### src/rtl/multiword_add_seq.sv
// Multi-precision add/subtract over one shared 8-bit adder, LS byte first; NWORDS cycles accept->done.
// No backpressure: start is taken only in IDLE/DONE, ignored (not queued) while busy.

module hybrid_adder (
   input  logic [7:0] x,
   input  logic [7:0] y,
   input  logic       ci,
   output logic [7:0] s,
   output logic       co
);
   logic [4:0] lo, hi0, hi1;

   // Ripple low nibble; high nibble precomputed for both carry-ins and selected.
   assign lo  = {1'b0, x[3:0]} + {1'b0, y[3:0]} + {4'b0, ci};
   assign hi0 = {1'b0, x[7:4]} + {1'b0, y[7:4]};
   assign hi1 = hi0 + 5'd1;
   assign s   = {(lo[4] ? hi1[3:0] : hi0[3:0]), lo[3:0]};
   assign co  = lo[4] ? hi1[4] : hi0[4];
endmodule

module multiword_add_seq #(
   parameter int NWORDS = 4
) (
   input  logic                  clk,
   input  logic                  rst_n,
   input  logic                  start,
   input  logic                  sub,
   input  logic [8*NWORDS-1:0]   a,
   input  logic [8*NWORDS-1:0]   b,
   output logic                  busy,
   output logic                  done,
   output logic [8*NWORDS-1:0]   result,
   output logic                  cout,
   output logic                  overflow
);
   localparam int IW = (NWORDS > 1) ? $clog2(NWORDS) : 1;

   typedef enum logic [1:0] {IDLE, RUN, DONE} state_t;

   state_t                   state_q, state_d;
   logic [NWORDS-1:0][7:0]   a_q, b_q, acc_q, acc_d;
   logic                     sub_q, carry_q;
   logic [IW-1:0]            idx_q;
   logic [7:0]               a_byte, b_byte, sum_byte;
   logic                     add_co, accept, last;

   assign accept = start && ((state_q == IDLE) || (state_q == DONE));
   assign last   = (idx_q == IW'(NWORDS - 1));
   assign a_byte = a_q[idx_q];
   assign b_byte = b_q[idx_q] ^ {8{sub_q}};

   hybrid_adder u_add (
      .x  (a_byte),
      .y  (b_byte),
      .ci (carry_q),
      .s  (sum_byte),
      .co (add_co)
   );

   always_comb begin
      acc_d        = acc_q;
      acc_d[idx_q] = sum_byte;
   end

   always_ff @(posedge clk or negedge rst_n) begin
      if (!rst_n) state_q <= IDLE;
      else        state_q <= state_d;
   end

   always_comb begin
      state_d = state_q;
      busy    = 1'b0;
      done    = 1'b0;
      case (state_q)
         IDLE: if (start) state_d = RUN;
         RUN: begin
            busy = 1'b1;
            if (last) state_d = DONE;
         end
         DONE: begin
            done    = 1'b1;
            state_d = start ? RUN : IDLE;
         end
         default: state_d = IDLE;
      endcase
   end

   always_ff @(posedge clk or negedge rst_n) begin
      if (!rst_n) begin
         a_q      <= '0;
         b_q      <= '0;
         acc_q    <= '0;
         sub_q    <= 1'b0;
         carry_q  <= 1'b0;
         idx_q    <= '0;
         result   <= '0;
         cout     <= 1'b0;
         overflow <= 1'b0;
      end else if (accept) begin
         a_q     <= a;
         b_q     <= b;
         sub_q   <= sub;
         carry_q <= sub;
         idx_q   <= '0;
      end else if (state_q == RUN) begin
         acc_q   <= acc_d;
         carry_q <= add_co;
         idx_q   <= idx_q + 1'b1;
         // Outputs only move on the MS byte, so they hold across IDLE and the next RUN.
         if (last) begin
            result   <= acc_d;
            cout     <= add_co;
            overflow <= (a_byte[7] == b_byte[7]) && (sum_byte[7] != a_byte[7]);
         end
      end
   end
endmodule

### config.mk
export PLATFORM = sky130hd
export DESIGN_NAME = multiword_add_seq
export DESIGN_NICKNAME = d
export VERILOG_FILES = /design/src/rtl/multiword_add_seq.sv
export SDC_FILE = /design/constraint.sdc
export NUM_CORES = 1
export LEC_CHECK = 0
export ABC_AREA = 1
export ABC_CLOCK_PERIOD_IN_PS = 4000
export BUFFER_PORTS_ARGS = -buffer_cell sky130_fd_sc_hd__buf_2
export CORE_MARGIN = 2
export CORE_UTILIZATION = 35
export DETAILED_ROUTE_END_ITERATION = 16
export MAX_ROUTING_LAYER = met4
export SLEW_MARGIN = 5
export SYNTH_ARGS = -nofsm -noshare
export SYNTH_HDL_FRONTEND = slang
export SYNTH_SLANG_ARGS = --single-unit
### constraint.sdc
create_clock -name clk -period 4 [get_ports clk]
set_input_delay 0.2 -clock clk [delete_from_list [all_inputs] [get_ports clk]]
set_output_delay 0.2 -clock clk [all_outputs]
set_load 0.005 [all_outputs]
-- Word level (Yosys, flattened, before mapping)
Cells that the tools add are included.
- flip-flop bits (word level): 136
- bits in latches: 0
- memory bits (writable): 0
- memory bits (read-only): 0
- bits of input ports: 68
- output and inout bits: 36
- logic and storage cells: 63
- memories: 0
- add/sub/neg operators: 5
- $mul: 0
- div/mod/pow operators: 0
- order comparisons: 2
- equal/unequal tests: 7
- shifts and indexed selects: 0
- muxes and demuxes: 19
- bitwise operators: 2
- reduce and logical (&&, ||, !) cells: 9
- operators with widths (cell ; number):
    8-bit binary-select mux with 2-bit select ; 2
    32-bit bitwise mux ; 1
    8-bit two-way mux ; 3
    8-bit demux with 2-bit select ; 1
    4-bit by 4-bit adder with 5-bit output ; 2
    2-bit two-way mux ; 4
    8-bit bitwise XOR ; 1
    1-bit two-way mux ; 6
    2-bit one-hot mux with 3 select lines ; 1
    5-bit by 1-bit adder with 5-bit output ; 1
    5-bit by 1-bit adder with 5-bit output, second input constant ; 1
    2-bit equality test, second input constant ; 2
    4-bit two-way mux ; 1
    2-bit != test, second input constant ; 2
    2-bit AND reduction ; 2
    1-bit logical AND ; 3
    2-bit by 3-bit less-than comparator with 1-bit output, second input constant ; 1
    3-bit AND reduction ; 1
    2-bit by 1-bit adder with 2-bit output, second input constant ; 1
    2-bit by 1-bit equality test with 1-bit output, second input constant ; 1
    2-bit by 1-bit >= comparator with 1-bit output, second input constant ; 1
    2-bit logical NOT ; 1
    2-bit nonzero test ; 1
    1-bit equality test ; 1
    other kinds (3) ; 3

-- Longest topological paths before layout
Gate-level depths: netlist of run 1.
- word-level depth: 8
- gate-level depth with buffers: 17
- depth with buffers taken out: 16

-- Modules after synthesis
Synthesis of run 1 repeated with hierarchy kept, for this count alone.
- cell total of the unflattened synthesis: 781
- area total of the unflattened synthesis: 6118.4 um2
- modules (own cells, without submodules) (module ; times used ; cells each ; area each (um2) ; seq. area each (um2)):
    multiword_add_seq ; 1 ; 724 ; 5741.8 ; 3203.1
    hybrid_adder ; 1 ; 57 ; 376.6 ; 0.0

-- Least setup slack after synthesis of run 1
Ideal clock, no wire load.
- path kind: flip-flop to flip-flop
- from: register idx_q[1]
- to: register acc_q[15] in the netlist's numbering
- library setup time: 0.117 ns
- arrival: 2.614 ns
- data required time: 3.883 ns
- slack: 1.268 ns
- cell stages (with the launch flop): 18
- buffers on the path: 2
- period minus slack after synthesis: 2.732 ns
- path through: dfrtp_1 -> inv_1 -> buf_2 -> buf_2 -> a21oi_1 -> a32o_1 -> fa_1 -> fa_1 -> inv_1 -> nand3_2 -> nand2_4 -> nand2_2 -> nor2_2 -> nand2_2 -> nand2_4 -> nand2_2 -> nand3_1 -> nand2_1
- longest elaborated chain between the ends: 7
- elaborated cells between the ends (all ways): 16
- classes of those cells: 4 x add/sub; 2 x order compare; 8 x mux; 1 x bitwise; 1 x reduce/logical
- ends and longest elaborated chain (item ; RTL line ; source):
    start, declared ; 43 ; logic [IW-1:0] idx_q;
    start signal, assigned ; 108 ; idx_q <= idx_q + 1'b1;
    8-bit binary-select mux with 2-bit select ; 50 ; assign b_byte = b_q[idx_q] ^ {8{sub_q}};
    8-bit two-way mux (implied by the code) ; 50 ;
    8-bit bitwise XOR ; 50 ;
    4-bit by 4-bit adder with 5-bit output, on equally long branches ; 15, 14 ;
    5-bit by 1-bit adder with 5-bit output, on equally long branches ; 16, 14 ;
    4-bit two-way mux ; 17 ; assign s = {(lo[4] ? hi1[3:0] : hi0[3:0]), lo[3:0]};
    32-bit bitwise mux (*) ; 62 ; acc_d[idx_q] = sum_byte;
    end signal, assigned ; 92 ; acc_q <= '0;
    end signal, assigned ; 106 ; acc_q <= acc_d;
    end, declared ; 41 ; logic [NWORDS-1:0][7:0] a_q, b_q, acc_q, acc_d;
Mark *: on every way between the ends. The rest lies on a longest branch, timed or not. The select of a mux whose other input is x is not followed.
A chain may end at the register's enable or synchronous reset.

-- Worst setup path in the final report of run 1
- from: register idx_q[1]
- to: register acc_q[13] in the netlist's numbering
Same word-level chain as after synthesis.

==> impl_metrics.json, run 1 <==
{
  "footprint_of_the_multi_input_gates_mm2": 0.00263,
  "routed_wire_length_per_instance_um": 13.7,
  "setup.worst_path.class": "reg2reg",
  "slew_headroom_pct": 31.6,
  "grt_start_max_net_pins": 79,
  "dieWidth_um": 136,
  "post_synth_main_area_contributors": "sky130_fd_sc_hd__dfrtp_1, sky130_fd_sc_hd__nand2_1, sky130_fd_sc_hd__o21ai_0, sky130_fd_sc_hd__ha_1, sky130_fd_sc_hd__buf_2",
  "cts_tree": "built",
  "globalRoute.busiestLayer": "met2",
  "synth_edf_count": 0,
  "synth_top_area_cell": "sky130_fd_sc_hd__dfrtp_1",
  "clock_tree.root_cell": "sky130_fd_sc_hd__clkbuf_16",
  "sequential_cell_area_mm2": 0.00320,
  "synth.net_count": 841,
  "fmax_mhz": 321,
  "cap_violations": 0,
  "ys_warn_count": 0,
  "gp_congestion": 0.810,
  "drt_pre_antenna_iters": 4,
  "drc": 0,
  "critical_path.n_buffers_inverters": 2,
  "start_kind": "register",
  "clock_skew_ns": 0.00761,
  "grt_usage_pct": 19.0,
  "cts_post_setup_buffers_inserted": 0,
  "max_slew.worst_pin.slew_ns": 1.03,
  "commonest_cells_in_the_synthesized_netlist": "sky130_fd_sc_hd__nand2_1, sky130_fd_sc_hd__dfrtp_1, sky130_fd_sc_hd__o21ai_0, sky130_fd_sc_hd__nor2_1, sky130_fd_sc_hd__inv_1",
  "largest_delay_contributor_family_on_the_critical_path": "adder cells",
  "synth_seq_area_share_pct": 52.3,
  "grt_util_met2_pct": 28.8,
  "wire_length_of_the_first_global_routing_pass_um": 26500,
  "number_of_antenna_violations_at_the_first_check_in_global_routing": 0,
  "run_status": "finished, final reports clean",
  "data_arrival_time_of_the_worst_path_ns": 3.38,
  "synth.lib_cells_used.distinct": 36,
  "ctsLongestPathBuffers": 2,
  "design.final.nets": 994,
  "drt_iter0_drc": 301,
  "timing.critical_path.fanout_max": 23,
  "ys_async_rst_share_pct": 100,
  "min-delay-path-class": "in2reg",
  "die_y_um": 136,
  "yosys.cell_count.top_type": "sky130_fd_sc_hd__nand2_1",
  "ant_nets": 0,
  "vias_in_the_first_global_route": 5306,
  "yosys.area.top_type_share_pct": 52.3,
  "core_area_mm2": 0.0172,
  "ioPinCount": 104,
  "gr-usage-met1_pct": 25.5,
  "groute.layer.met3.usage_pct": 4.33,
  "clock_network_latency_to_the_later_pin_of_the_worst_skew_pair_ns": 0.42,
  "overflow": 0,
  "ctsResizeCount": 0,
  "die_area_mm2": 0.0186,
  "clock_sink_count": 128,
  "max_stage_delay_ns": 0.50,
  "cts_hold_repair.buffers": 63,
  "flow.area_growth_from_synthesis_pct": 30.8,
  "ir_drop_uv": 557,
  "timing.final.crit_period_ns": 3.12,
  "final_setup_fails": 0,
  "htree_levels": 4,
  "initial_core_util_pct": 35.6,
  "antennaDiodeCount": 0,
  "timing.critical_path.mode_cell": "sky130_fd_sc_hd__o21ai_0",
  "leakage_power_figure_nw": 4.23,
  "final_hold_viol_count": 0,
  "finalMaxSlewViolations": 0,
  "dp_hpwl_um": 10000,
  "postSynthRegisterBits": 128,
  "rows": 48,
  "avgSynthCellArea_um2": 8.08,
  "netlist_area_mm2": 0.00612,
  "grt_setup_unrepaired": "false",
  "synthesis.instances": 758,
  "critical_path.endpoint_type": "register",
  "worst_path_max_delay_cell": "sky130_fd_sc_hd__inv_1",
  "final_layout_size_suffix_gt1_share_pct": 18.4,
  "final.period_utilization_pct": 78.0,
  "drt_via_density": 4.59,
  "ys.flop_type": "sky130_fd_sc_hd__dfrtp_1",
  "clk_pin_slew_worst_paths_ns": 0.06,
  "detail_route.wirelength_um": 15700,
  "detailroute.via_count": 5264,
  "n_fill_cell": 1675,
  "holdWs_ns": 0.0283,
  "portBuffers": 103,
  "cellPowerDensity_mw_per_mm2": 1070,
  "worst_ep_required_time_ns": 4.26,
  "cts-buffers-inserted": 17,
  "critical_path.cell_chain": "inv_1 > o21ai_0 > o22ai_1 > xor2_1 > ha_1 > fa_1 > ha_1 > inv_1 > nand2_1 > o21ai_2 > nand2_1 > o21ai_0 > o21ai_0",
  "setup_total_negative_slack_ns": 0
}
[power breakdown]
part	leakage, nW	switching (W)	total, W	internal (W)
Clock	0.286	0.000543	0.00158	0.00104
Combinational	2.34	0.00304	0.00473	0.00169
Sequential	1.60	0.000326	0.00224	0.00191
Total	4.23	0.00391	0.00854	0.00464
[sequential cells by signal, summed over array words and instances (netlist names)]
name,flops
a_q,32
b_q,32
result,32
acc_q,24
idx_q,2
state_q,2
carry_q,1
cout,1
overflow,1
sub_q,1
[worst register-to-register path: stages, from the launching register on]
cell and delay (ns):
sky130_fd_sc_hd__dfrtp_1 0.37, sky130_fd_sc_hd__inv_1 0.50, sky130_fd_sc_hd__o21ai_0 0.19, sky130_fd_sc_hd__o22ai_1 0.19, sky130_fd_sc_hd__xor2_1 0.20, sky130_fd_sc_hd__ha_1 0.24, sky130_fd_sc_hd__fa_1 0.49, sky130_fd_sc_hd__ha_1 0.32
sky130_fd_sc_hd__inv_1 0.05, sky130_fd_sc_hd__nand2_1 0.05, sky130_fd_sc_hd__o21ai_2 0.09, sky130_fd_sc_hd__nand2_1 0.06, sky130_fd_sc_hd__o21ai_0 0.11, sky130_fd_sc_hd__o21ai_0 0.10
[per-stage QoR]
stage | utilization, % | instance area, um2 | setup slack, ns | total power (W) | cells
finish | 46.6 | 8010 | 0.880 | 0.00854 | 1148
global placement | 39.5 | 6790 | 0.896 | 0.00688 | 1054
CTS | 46.6 | 8010 | 0.847 | 0.00863 | 1148
detailed placement | 39.5 | 6790 | 0.852 | 0.00695 | 1054
global route | 46.6 | 8010 | 0.486 | 0.00943 | 1148
floorplan | - | 6120 | 1.27 | 0.00568 | 758
[layer usage]
metal	share of wire [%]	vias up	wire, um
met4	1.3	0	212
met2	46	117	7210
met1	49	2442	7640
met3	4.3	20	683
li1	-	2685	-
met5	0	-	0
[final timing paths]
check	start	to	slack (ns)	cells past startpoint
max	idx_q[1]	acc_q[13]	0.88	13
min	a[23]	a_q[23]	0.03	3
max reg2reg	idx_q[1]	acc_q[13]	0.88	13
min reg2reg	result[12]	result[12]	0.47	2
max in group asynchronous	rst_n	b_q[18]	2.54	3
min in group asynchronous	rst_n	result[25]	0.47	2
[cell usage in the layout (no fill, tap or decap), types with 2 or more instances in the layout]
cell | synthesis | layout
sky130_fd_sc_hd__nand2_1 | 373 | 372
sky130_fd_sc_hd__dfrtp_1 | 128 | 128
sky130_fd_sc_hd__buf_2 | 21 | 102
sky130_fd_sc_hd__dlygate4sd3_1 | 0 | 63
sky130_fd_sc_hd__o21ai_0 | 57 | 57
sky130_fd_sc_hd__nor2_1 | 26 | 26
sky130_fd_sc_hd__inv_1 | 22 | 21
sky130_fd_sc_hd__nand3_1 | 18 | 18
sky130_fd_sc_hd__clkbuf_16 | 0 | 17
sky130_fd_sc_hd__o22ai_1 | 13 | 13
sky130_fd_sc_hd__ha_1 | 12 | 12
sky130_fd_sc_hd__nand2_2 | 10 | 11
sky130_fd_sc_hd__xor2_1 | 9 | 9
sky130_fd_sc_hd__or2_2 | 8 | 8
sky130_fd_sc_hd__buf_4 | 3 | 8
sky130_fd_sc_hd__clkbuf_1 | 8 | 7
sky130_fd_sc_hd__a21oi_1 | 6 | 6
sky130_fd_sc_hd__inv_2 | 4 | 5
sky130_fd_sc_hd__o21ai_1 | 4 | 4
sky130_fd_sc_hd__nand3_2 | 4 | 4
sky130_fd_sc_hd__or2_1 | 4 | 4
sky130_fd_sc_hd__bufinv_16 | 0 | 4
sky130_fd_sc_hd__fa_1 | 3 | 3
sky130_fd_sc_hd__clkinv_2 | 0 | 3
sky130_fd_sc_hd__a32o_1 | 2 | 2
sky130_fd_sc_hd__nor2_4 | 2 | 2
sky130_fd_sc_hd__nand2_4 | 2 | 2
sky130_fd_sc_hd__nand3b_1 | 2 | 2
[cells by family (layout without fill, tap and decap cells)]
group | Yosys count | after routing | share of synthesized area, %
AOI/OAI and AO/OA | 88 | 88 | 7.93
and+or+nand+nor | 450 | 450 | 29.9
adders and majority gates | 15 | 15 | 3.43
xor gates and xnor gates | 11 | 11 | 1.70
buffers and inverters | 66 | 231 | 4.72
DFF | 128 | 128 | 52.3
[cell type report]
type / count / share of cell area (%)
Tap cell: 225 / 3.52
Multi-Input combinational cell: 564 / 32.9
Sequential cell: 128 / 40.0
Clock buffer: 24 / 5.64
Clock inverter: 7 / 1.69
Timing Repair Buffer: 173 / 15.0
Inverter: 27 / 1.27
No activity file was read; power rests on OpenSTA's default activity.
==> inputs of run 2 (changes only) <==
--- a/config.mk
+++ b/config.mk
@@ -6,7 +6,7 @@
 export NUM_CORES = 1
 export LEC_CHECK = 0
 export ABC_AREA = 1
-export ABC_CLOCK_PERIOD_IN_PS = 4000
+export ABC_CLOCK_PERIOD_IN_PS = 3230
 export BUFFER_PORTS_ARGS = -buffer_cell sky130_fd_sc_hd__buf_2
 export CORE_MARGIN = 2
 export CORE_UTILIZATION = 35
==> constraint.sdc (replaced) <==
create_clock -name clk -period 3.23 [get_ports clk]
set_input_delay 0.1615 -clock clk [delete_from_list [all_inputs] [get_ports clk]]
set_output_delay 0.1615 -clock clk [all_outputs]
set_load 0.005 [all_outputs]
==> run 2 against run 1 <==
  * Combinational power grew 27%
  * Non-clock buffer count grew 8
  * Hold slack gained 0.058 ns
  * Via count grew 2.1%
  * Routed wire length grew 1.0%
  * Critical path depth is the same
  * Cell count grew 0.78%
  * Global-route usage grew 0.13 points
  * Critical endpoint is now result[13]
  * Largest power group unchanged
==> impl_metrics.json, run 2 (synthesis gave the netlist of run 1 again) <==
{
  "run_status": "finished, final reports clean",
  "grt_setup_unrepaired": "false",
  "die_area_mm2": 0.0186,
  "slew_headroom_pct": 34.9,
  "layout_commonest_cell": "sky130_fd_sc_hd__nand2_1",
  "drt_iter0_drc": 386,
  "layoutNonFillerInstCount": 1157,
  "n_fill_cell": 1712,
  "final_setup_fails": 0,
  "crit_path_start": "idx_q[0]",
  "number_of_antenna_violations_at_the_first_check_in_global_routing": 0,
  "finalMaxSlewViolations": 0,
  "gp_congestion": 0.821,
  "vias_in_the_first_global_route": 5317,
  "clock_skew_ns": 0.00788,
  "worst_slack_ns": 0.281,
  "detail_route.wirelength_um": 15900,
  "cellPowerDensity_mw_per_mm2": 1330,
  "leakage_power_figure_nw": 4.28,
  "biggestRegsByFlops": "a_q x32, b_q x32, result x32",
  "routed_wire_length_per_instance_um": 13.7,
  "worst_ep_required_time_ns": 3.51,
  "setup_total_negative_slack_ns": 0,
  "setup.reg_to_reg.worst_slack_ns": 0.28,
  "grt_start_max_net_pins": 68,
  "drt_pre_antenna_iters": 5,
  "ioPinCount": 104,
  "timing.critical_path.fanout_max": 32,
  "cap_violations": 0,
  "final_layout_size_suffix_gt1_share_pct": 19.6,
  "detailroute.via_count": 5373,
  "flow.area_growth_from_synthesis_pct": 32.8,
  "ant_nets": 0,
  "numPlacedInstances": 1060,
  "footprint_of_the_multi_input_gates_mm2": 0.00263,
  "clock_tree.root_cell": "sky130_fd_sc_hd__clkbuf_16",
  "overflow": 0,
  "sequential_cell_area_mm2": 0.00320,
  "clk_pin_slew_worst_paths_ns": 0.06,
  "ctsLongestPathBuffers": 2,
  "wire_length_of_the_first_global_routing_pass_um": 26800,
  "start_kind": "register",
  "portBuffers": 103,
  "dp_worst_setup_slack_ns": 0.233,
  "max_slew.worst_pin.slew_ns": 0.975,
  "htree_levels": 4,
  "critical_path.endpoint_type": "register",
  "dieWidth_um": 136,
  "final_core_util_pct": 47.4,
  "cts-buffers-inserted": 17,
  "reg2reg_from": "idx_q[0]",
  "final_hold_viol_count": 0,
  "drt_via_density": 4.64,
  "layout.cells.most_common_list": "sky130_fd_sc_hd__nand2_1, sky130_fd_sc_hd__dfrtp_1, sky130_fd_sc_hd__buf_2, sky130_fd_sc_hd__dlygate4sd3_1, sky130_fd_sc_hd__o21ai_0",
  "final.period_utilization_pct": 91.3,
  "die_y_um": 136,
  "initial_core_util_pct": 35.6,
  "data_arrival_time_of_the_worst_path_ns": 3.23,
  "min-delay-path-class": "in2reg",
  "clock_sink_count": 128,
  "timing.final.crit_period_ns": 2.95,
  "grt_usage_pct": 19.1,
  "clock_network_latency_to_the_later_pin_of_the_worst_skew_pair_ns": 0.41,
  "core_area_mm2": 0.0172,
  "rows": 48,
  "antennaDiodeCount": 0,
  "design.final.nets": 1002,
  "fmax_mhz": 339,
  "drc": 0,
  "setup.worst_path.class": "reg2reg",
  "ir_drop_uv": 739,
  "worst_hold_startpoint": "sub",
  "dp_hpwl_um": 10300,
  "cts_tree": "built"
}
## run 2: final cells by class
type                    instances  share of cell area, %
clock inverters                10                   1.94
inverters                      27                   1.29
repair buffers                181                   15.7
multi-input cells             564                   32.4
well taps                     225                   3.46
flip-flops and latches        128                   39.4
clock buffers                  22                   5.83
## run 2: path summary, 6_finish.rpt
check | end | depth (start not counted)
max in group asynchronous | acc_q[23] | 3
min in group asynchronous | result[28] | 2
max reg2reg | result[13] | 13
min reg2reg | result[26] | 2
max | result[13] | 13
min | sub_q | 3
## run 2: per-layer routing
metal / track usage [%] / vias to the layer above / part of all wire, %
li1: - / 2721 / -
met1: 25.8 / 2499 / 48
met2: 29.8 / 141 / 46
met3: 4.03 / 12 / 4.6
met4: 4.46 / 0 / 0.81
met5: - / - / 0
## run 2: through the flow
| stage | power [W] | hold WS, ns | instance area (um2) |
|---|---|---|---|
| after floorplan | 0.00704 | -0.134 | 6120 |
| after global placement | 0.00862 | 0.259 | 6850 |
| after detailed placement | 0.00872 | 0.265 | 6850 |
| after CTS | 0.0109 | 0.0889 | 8130 |
| after global routing | 0.0118 | 0.0998 | 8130 |
| final | 0.0108 | 0.0859 | 8130 |
## run 2: what timing repair did
| item | CTS | global route |
|---|---|---|
| hold endpoints to repair | 115 | 0 |
| buffers inserted | 0 | 0 |
| gates resized for setup | 0 | 1 |
| hold buffers | 65 | 0 |
| endpoints found under the setup margin | 0 | 2 |
## run 2: where the power goes
group	switching, W	internal [W]	total (W)
Combinational	0.00384	0.00215	0.00599
Clock	0.000687	0.00135	0.00204
Sequential	0.000412	0.00237	0.00278
Total	0.00494	0.00586	0.0108
## run 2: worst max-delay path: stages (launching register included)
cell and delay [ns]:
sky130_fd_sc_hd__dfrtp_1 0.35, sky130_fd_sc_hd__buf_4 0.30, sky130_fd_sc_hd__o21ai_0 0.18, sky130_fd_sc_hd__o22ai_1 0.22
sky130_fd_sc_hd__xor2_1 0.21, sky130_fd_sc_hd__ha_1 0.23, sky130_fd_sc_hd__fa_1 0.49, sky130_fd_sc_hd__ha_1 0.32
sky130_fd_sc_hd__inv_1 0.05, sky130_fd_sc_hd__nand2_1 0.05, sky130_fd_sc_hd__o21ai_2 0.10, sky130_fd_sc_hd__nand2_1 0.09
sky130_fd_sc_hd__o21ai_0 0.12, sky130_fd_sc_hd__o21ai_0 0.10
==> inputs of run 3 (changes only) <==
--- a/config.mk
+++ b/config.mk
@@ -7,10 +7,10 @@
 export LEC_CHECK = 0
 export ABC_AREA = 1
 export ABC_CLOCK_PERIOD_IN_PS = 3230
-export BUFFER_PORTS_ARGS = -buffer_cell sky130_fd_sc_hd__buf_2
 export CORE_MARGIN = 2
 export CORE_UTILIZATION = 35
 export DETAILED_ROUTE_END_ITERATION = 16
+export DONT_BUFFER_PORTS = 1
 export MAX_ROUTING_LAYER = met4
 export SLEW_MARGIN = 5
 export SYNTH_ARGS = -nofsm -noshare
==> run 3 against run 2 <==
  * Non-clock buffer count fell by 104
  * Critical endpoint is now result[6]
  * Largest cell class unchanged
  * Critical path type unchanged
  * Cell count down 9.2%
  * Routed wire length decreased by 4.3%
==> impl_metrics.json, run 3 (synthesis gave the netlist of run 1 again) <==
{
  "cts_tree": "built",
  "initial_core_util_pct": 35.6,
  "holdWs_ns": 0.305,
  "drt_pre_antenna_iters": 4,
  "final_hold_viol_count": 0,
  "critical_path.endpoint_type": "register",
  "ctsLongestPathBuffers": 2,
  "n_fill_cell": 1690,
  "dp_worst_setup_slack_ns": 0.295,
  "die_y_um": 136,
  "detailroute.via_count": 4933,
  "run_status": "finished, final reports clean",
  "fmax_mhz": 341,
  "max_slew.worst_pin.slew_ns": 0.957,
  "timing.critical_path.fanout_max": 12,
  "vias_in_the_first_global_route": 4752,
  "core_area_mm2": 0.0172,
  "slew_headroom_pct": 36.2,
  "numPlacedInstances": 954,
  "dp_hpwl_um": 9900,
  "drt_via_density": 4.69,
  "layoutNonFillerInstCount": 1051,
  "htree_levels": 4,
  "antennaDiodeCount": 0,
  "detail_route.wirelength_um": 15200,
  "dieWidth_um": 136,
  "cts-buffers-inserted": 17,
  "clock_sink_count": 128,
  "final_setup_fails": 0,
  "clock_skew_ns": 0.00879,
  "layout_commonest_cell": "sky130_fd_sc_hd__nand2_1",
  "start_kind": "register",
  "worst_slack_ns": 0.299,
  "number_of_antenna_violations_at_the_first_check_in_global_routing": 0,
  "overflow": 0,
  "final.period_utilization_pct": 90.7,
  "clock_network_latency_to_the_later_pin_of_the_worst_skew_pair_ns": 0.42,
  "portBuffers": 0,
  "layout.cells.most_common_list": "sky130_fd_sc_hd__nand2_1, sky130_fd_sc_hd__dfrtp_1, sky130_fd_sc_hd__dlygate4sd3_1, sky130_fd_sc_hd__o21ai_0, sky130_fd_sc_hd__nor2_1",
  "grt_setup_unrepaired": "false",
  "grt_start_max_net_pins": 129,
  "clock_tree.root_cell": "sky130_fd_sc_hd__clkbuf_16",
  "grt_usage_pct": 18.0,
  "worst_ep_required_time_ns": 3.53,
  "ctsResizeCount": 0,
  "routed_wire_length_per_instance_um": 14.5,
  "die_area_mm2": 0.0186,
  "final_layout_size_suffix_gt1_share_pct": 8.96,
  "drt_iter0_drc": 347,
  "critical_path.n_buffers_inverters": 3,
  "flow.area_growth_from_synthesis_pct": 22.9,
  "setup_total_negative_slack_ns": 0,
  "clk_pin_slew_worst_paths_ns": 0.05,
  "cap_violations": 0,
  "ioPinCount": 104,
  "worst_path_max_delay_cell": "sky130_fd_sc_hd__fa_1",
  "data_arrival_time_of_the_worst_path_ns": 3.23,
  "critical_path.cell_chain": "inv_1 > o21ai_0 > o22ai_1 > xor2_1 > fa_1 > fa_1 > inv_1 > nand3_2 > nand2_4 > nand2_2 > nor2_4 > inv_2 > nand2_2 > nand2_1 > nand3_1 > nand2_1",
  "drc": 0,
  "design.final.nets": 898,
  "wire_length_of_the_first_global_routing_pass_um": 24800,
  "ant_nets": 0,
  "finalMaxSlewViolations": 0,
  "gp_congestion": 0.818,
  "setup.worst_path.class": "reg2reg",
  "biggestRegsByFlops": "a_q x32, b_q x32, result x32",
  "min-delay-path-class": "in2reg",
  "max_stage_delay_ns": 0.42,
  "timing.final.crit_period_ns": 2.93,
  "largest_delay_contributor_family_on_the_critical_path": "adder cells",
  "rows": 48
}
[run 3: cell count changes in the layout (fill, tap and decap cells not counted)]
cell and change:
sky130_fd_sc_hd__buf_2 -102, sky130_fd_sc_hd__buf_4 -4, sky130_fd_sc_hd__clkinv_2 +4, sky130_fd_sc_hd__clkinvlp_4 -4
sky130_fd_sc_hd__bufinv_16 -3, sky130_fd_sc_hd__buf_16 +1, sky130_fd_sc_hd__clkbuf_1 +1, sky130_fd_sc_hd__clkbuf_8 -1
sky130_fd_sc_hd__dlygate4sd3_1 +1, sky130_fd_sc_hd__inv_1 +1
[run 3: metal layers]
metal  up-vias  share of wire [%]  GRT usage (%)
li1       2497                  -              -
met1      2284                 48           24.0
met2       134                 46           27.0
met3        18                5.1           4.21
met4         0                1.1           6.19
met5         -                  0              -
[run 3: worst paths after layout]
path,from,end,slack [ns],depth (start not counted)
worst max-delay path,idx_q[1],result[6],0.30,16
worst min-delay path,start,state_q[0],0.30,3
worst max register to register,idx_q[1],result[6],0.30,16
worst min register to register,acc_q[14],acc_q[14],0.47,2
max in group asynchronous,rst_n,b_q[0],2.34,2
min in group asynchronous,rst_n,result[7],0.44,2
[run 3: worst register-to-register path, cell delays in order, from the launching register on]
cell and delay (ns):
sky130_fd_sc_hd__dfrtp_1 0.37, sky130_fd_sc_hd__inv_1 0.27, sky130_fd_sc_hd__o21ai_0 0.15, sky130_fd_sc_hd__o22ai_1 0.22
sky130_fd_sc_hd__xor2_1 0.13, sky130_fd_sc_hd__fa_1 0.42, sky130_fd_sc_hd__fa_1 0.42, sky130_fd_sc_hd__inv_1 0.08
sky130_fd_sc_hd__nand3_2 0.08, sky130_fd_sc_hd__nand2_4 0.13, sky130_fd_sc_hd__nand2_2 0.08, sky130_fd_sc_hd__nor2_4 0.11
sky130_fd_sc_hd__inv_2 0.05, sky130_fd_sc_hd__nand2_2 0.07, sky130_fd_sc_hd__nand2_1 0.07, sky130_fd_sc_hd__nand3_1 0.09
sky130_fd_sc_hd__nand2_1 0.07
[run 3: cell type report]
| type | instances | area (um2) | area share [%] |
|---|---|---|---|
| Multi-Input combinational cell | 564 | 2630 | 35.0 |
| Tap cell | 225 | 282 | 3.74 |
| Clock buffer | 22 | 464 | 6.17 |
| Sequential cell | 128 | 3200 | 42.6 |
| Clock inverter | 8 | 65.1 | 0.865 |
| Inverter | 27 | 101 | 1.35 |
| Timing Repair Buffer | 77 | 776 | 10.3 |
[run 3: repair_timing]
action,in CTS,in global routing
hold buffers,67,0
setup endpoints to repair,0,0
setup buffers,0,0
endpoints found under the hold margin,193,0
[run 3: metrics by stage]
step                      util [%]  area [um2]
after floorplan                  -        6120
after CTS                     43.8        7520
after detailed placement      36.7        6310
after global routing          43.8        7520
final                         43.8        7520
after global placement        36.7        6310
Power of run 3 is not shown: default switching activity piles up to over one toggle a cycle in this logic, so the estimate is an artifact.
